==> src/rtl/pb_debounce_rstgen.sv <==
// N-channel pushbutton conditioner: synchroniser, debouncer, press/release pulses
// and a stretched active-low reset. Define LONG_PRESS_EN to enable long-press pulses.
module pb_debounce_rstgen #(
   parameter int N_CH        = 4,
   parameter int CNT_W       = 9,
   parameter int SYNC_STAGES = 2,
   parameter int ACTIVE_LOW  = 1,
   parameter int RST_CH      = 0,
   parameter int RST_HOLD_W  = 9,
   parameter int LP_W        = 24
) (
   input  logic            SYS_CLK,
   input  logic            reset_n,
   input  logic [N_CH-1:0] pb_raw,
   output logic [N_CH-1:0] db_level,
   output logic [N_CH-1:0] press_pulse,
   output logic [N_CH-1:0] release_pulse,
   output logic [N_CH-1:0] long_pulse,
   output logic            rst_out_n
);

   localparam logic                  REL_LVL  = (ACTIVE_LOW != 0);
   localparam logic [CNT_W-1:0]      CNT_MAX  = '1;
   localparam logic [RST_HOLD_W-1:0] HOLD_MAX = '1;

   logic [SYNC_STAGES-1:0] sync_q [N_CH];
   logic [CNT_W-1:0]       cnt_q  [N_CH];
   logic [CNT_W-1:0]       cnt_d  [N_CH];
   logic [N_CH-1:0]        sample;
   logic [N_CH-1:0]        db_d;
   logic [N_CH-1:0]        press_d;
   logic [N_CH-1:0]        release_d;
   logic [RST_HOLD_W-1:0]  hold_q;
   logic                   hold_clr;

   always_ff @(posedge SYS_CLK or negedge reset_n) begin
      if (!reset_n) begin
         for (int i = 0; i < N_CH; i++) sync_q[i] <= {SYNC_STAGES{REL_LVL}};
      end else begin
         for (int i = 0; i < N_CH; i++)
            sync_q[i] <= {sync_q[i][SYNC_STAGES-2:0], pb_raw[i]};
      end
   end

   // XOR with the released level maps every polarity to 1 = pressed.
   always_comb begin
      for (int i = 0; i < N_CH; i++) sample[i] = sync_q[i][SYNC_STAGES-1] ^ REL_LVL;
   end

   always_comb begin
      db_d      = db_level;
      press_d   = '0;
      release_d = '0;
      for (int i = 0; i < N_CH; i++) begin
         cnt_d[i] = '0;
         if (sample[i] != db_level[i]) begin
            if (cnt_q[i] != CNT_MAX) begin
               cnt_d[i] = cnt_q[i] + 1'b1;
            end else begin
               db_d[i]      = sample[i];
               press_d[i]   = sample[i];
               release_d[i] = ~sample[i];
            end
         end
      end
   end

   always_ff @(posedge SYS_CLK or negedge reset_n) begin
      if (!reset_n) begin
         db_level      <= '0;
         press_pulse   <= '0;
         release_pulse <= '0;
         for (int i = 0; i < N_CH; i++) cnt_q[i] <= '0;
      end else begin
         db_level      <= db_d;
         press_pulse   <= press_d;
         release_pulse <= release_d;
         for (int i = 0; i < N_CH; i++) cnt_q[i] <= cnt_d[i];
      end
   end

   // Next level makes rst_out_n fall on the press edge; current level keeps the
   // full HOLD_MAX+1 stretch counted from the release edge.
   assign hold_clr = db_level[RST_CH] | db_d[RST_CH];

   always_ff @(posedge SYS_CLK or negedge reset_n) begin
      if (!reset_n) begin
         hold_q    <= '0;
         rst_out_n <= 1'b0;
      end else if (hold_clr) begin
         hold_q    <= '0;
         rst_out_n <= 1'b0;
      end else if (hold_q != HOLD_MAX) begin
         hold_q    <= hold_q + 1'b1;
         rst_out_n <= 1'b0;
      end else begin
         rst_out_n <= 1'b1;
      end
   end

`ifdef LONG_PRESS_EN
   localparam logic [LP_W-1:0] LP_MAX = '1;

   logic [LP_W-1:0] lp_q [N_CH];

   // Saturation at LP_MAX suppresses repeats until the level drops.
   always_ff @(posedge SYS_CLK or negedge reset_n) begin
      if (!reset_n) begin
         long_pulse <= '0;
         for (int i = 0; i < N_CH; i++) lp_q[i] <= '0;
      end else begin
         for (int i = 0; i < N_CH; i++) begin
            if (!db_level[i]) begin
               lp_q[i]       <= '0;
               long_pulse[i] <= 1'b0;
            end else if (lp_q[i] != LP_MAX) begin
               lp_q[i]       <= lp_q[i] + 1'b1;
               long_pulse[i] <= (lp_q[i] == (LP_MAX - 1'b1));
            end else begin
               long_pulse[i] <= 1'b0;
            end
         end
      end
   end
`else
   assign long_pulse = '0;
`endif

endmodule

==> config.mk <==
export PLATFORM = sky130hd
export DESIGN_NAME = pb_debounce_rstgen
export DESIGN_NICKNAME = d
export VERILOG_FILES = /design/src/rtl/pb_debounce_rstgen.sv
export SDC_FILE = /design/constraint.sdc
export NUM_CORES = 1
export LEC_CHECK = 0
export BUFFER_PORTS_ARGS = -buffer_cell sky130_fd_sc_hd__buf_2
export CAP_MARGIN = 20
export CORE_MARGIN = 1
export CORE_UTILIZATION = 25
export DETAILED_ROUTE_END_ITERATION = 6
export SKIP_CTS_REPAIR_TIMING = 1
export SLEW_MARGIN = 10
export SYNTH_ARGS = -nofsm -noshare
export SYNTH_HDL_FRONTEND = slang
export SYNTH_SLANG_ARGS = --single-unit
==> constraint.sdc <==
create_clock -name SYS_CLK -period 4.5 [get_ports SYS_CLK]
set_clock_uncertainty 0.2 [all_clocks]
set_input_delay 0.675 -clock SYS_CLK [delete_from_list [all_inputs] [get_ports SYS_CLK]]
set_output_delay 0.675 -clock SYS_CLK [all_outputs]
set_load 0.02 [all_outputs]
==> reports/qor.txt <==
Yosys reg bits: 66
Mapped cell area: 2860 um^2
Antenna violations before repair: 0
Initial Utilization: 26.1%
Commonest non-fill, non-tap cell in the layout: dfrtp_1
TritonCTS buffer count: 9
Inserted Diodes: 0
Core Region: 11000 um^2
Vias in the first global route: 1834
Gr ovfl total: 0
First-pass GRT wire length: 8340 um
Clk slew on worst S/H paths: 0.06 ns
Deepest level of the CTS H-tree: 3
Die Y: 109 um
Seq/Total Area, Yosys: 58.1%
Pleak: 0.00154 uW
Max Cap Viol: 0
Area growth syn-to-layout: 19.5%
Hold_ws: 0.155 ns
Die width: 109 um
Row count: 38
Critical Path AT: 2.20 ns
CP Capture Type: register
Simple-gate area share of the yosys netlist: 18.7%
Full die area: 11900 um^2
# IOs: 23
Rel. slew slack: 42.1%
Most frequent cells in the layout: dfrtp_1, nor2_1, buf_2
Worst-path fanout max: 8
Synth unique cells: 30
DRT Pass-1 Iters: 4
Detailed Route WL: 4620 um
Residual DRC: 0
Share of cells above drive strength 1: 16.4%
Worst r2r src: hold_q[0]
Vias per std cell: 4.37
Post-Synth Adder-Cell Area: 6.12%
Compound-Gate Fraction of Synth Area: 5.90%
Post-route fraction of the period consumed by the critical path: 47.9%
Pwr/cell area: 414 nW/um^2
Via Count: 1867
Worst endpoint required time: 4.55 ns
Multiplexer share of the synthesized area: 1.75%
Iter 0 DRT Violations: 38
Status: finished clean
Overall Global Routing Usage: 9.25%
CTS tree: built
CTS sink cnt: 66
Port bufs: 18
Critical Path Start: hold_q[0]
Antenna-violating nets left: 0
Max VDD drop: 0.000270 V
Power consumption: 1410 uW
GP Congestion: 0.731
Final Slew Violations: 0
Final hold vios: 0
RSZ-0062 raised after global routing: false
Root buffer cell: clkbuf_16
Total negative slack: 0 ns
Post-Syn Instances: 258
Hold Crit Class: register to register
Nets@finish: 302
CP Class: register to register
Hold Startpoint: sync_q[0]
Largest family of logic cells by synthesized area: simple AND/OR/NAND/NOR gates
Pin count of the biggest net entering global routing: 41
Fmax: 464 MHz
Final min period: 2.16 ns
Post-synthesis xor/xnor area fraction: 6.12%
Slew @ Worst Pin: 0.869 ns
Final setup viols: 0
Clock buffer depth: 2
Crit start category: register
Synth Warn #: 0
Fill count: 1092
WL/cell: 10.8 um
Worst-Skew Late Latency: 0.33 ns
Post-DP HPWL: 3060 um
Syn Area/Cell: 11.1 um^2
==> worst max-delay path, cell delays in order (launching register included) <==
cell and delay (ns):
dfrtp_1 0.42, ha_1 0.25, nand3_1 0.09, nor2_1 0.05, ha_1 0.28, nand3b_1 0.23, or4_1 0.41, a21oi_1 0.15
==> state kept, by name (all words and copies together) (netlist names) <==
name           count
db_level           4
sync_q             8
rst_out_n          1
press_pulse        4
cnt_q             36
hold_q             9
release_pulse      4
==> layout make-up <==
| cell class | instances | area (um^2) | area share, % |
|---|---|---|---|
| Clock buffer | 9 | 225 | 6.58 |
| Clock inverter | 7 | 100 | 2.93 |
| Inverter | 11 | 41.3 | 1.21 |
| Multi-Input combinational cell | 175 | 1120 | 32.7 |
| Sequential cell | 66 | 1660 | 48.6 |
| Tap cell | 140 | 175 | 5.12 |
| Timing Repair Buffer | 19 | 97.6 | 2.85 |
==> power breakdown <==
group	switching, uW	internal, uW
logic	28.0	12.3
clock network	264	489
registers	11.5	609
==> cell usage after synthesis <==
cell type | instances | share of area (%)
a21oi_1 | 14 | 2.4
a21oi_2 | 1 | 0.31
and2_1 | 4 | 0.87
and3_1 | 5 | 1.1
buf_2 | 1 | 0.17
buf_4 | 4 | 1.0
clkbuf_1 | 4 | 0.52
conb_1 | 1 | 0.13
dfrtp_1 | 58 | 51
dfstp_2 | 8 | 7.3
ha_1 | 14 | 6.1
inv_1 | 11 | 1.4
mux2i_1 | 5 | 1.7
nand2_1 | 10 | 1.3
nand2b_1 | 6 | 1.3
nand3_1 | 16 | 2.8
nand3_2 | 2 | 0.70
nand3b_1 | 1 | 0.26
nand4_1 | 5 | 1.1
nand4b_1 | 2 | 0.61
nor2_1 | 31 | 4.1
nor2b_1 | 1 | 0.22
nor3b_1 | 3 | 0.79
o21ai_0 | 12 | 2.1
o31ai_1 | 4 | 1.0
or3_1 | 11 | 2.4
or4_1 | 3 | 0.79
or4_4 | 1 | 0.39
xnor2_1 | 9 | 2.8
xor2_1 | 11 | 3.4
==> logic make-up after synthesis <==
kind of cell | count (synthesis)
fa+ha+maj | 14
simple gates | 101
compound gates | 31
other cells | 1
buf+inv | 20
xor+xnor | 20
flops | 66
mux | 5
==> per-stage QoR <==
stage	utilization (%)	instances	instance area [um^2]	setup WS, ns
3_5_place_dp	28.2	411	3100	2.33
2_1_floorplan	-	261	2870	2.46
5_1_grt	31.1	427	3420	2.21
6_report	31.1	427	3420	2.34
3_3_place_gp	28.2	411	3100	2.43
4_1_cts	31.1	427	3420	2.34
==> layer usage <==
layer,vias up,global-route usage (%),wire [um]
met2,29,13.7,2100
met3,4,4.30,183
li1,922,-,-
met4,0,4.05,54
met5,-,0,0
met1,912,11.5,2280
==> worst paths after layout <==
check | end | slack (ns) | depth (start not counted)
max | hold_q[7] | 2.34 | 7
min | sync_q[1] | 0.16 | 0
max reg2reg | hold_q[7] | 2.34 | 7
min reg2reg | sync_q[1] | 0.16 | 0
max in group asynchronous | sync_q[2] | 2.92 | 2
min in group asynchronous | cnt_q[23] | 0.26 | 1
Power figures use the tool's default switching activity.
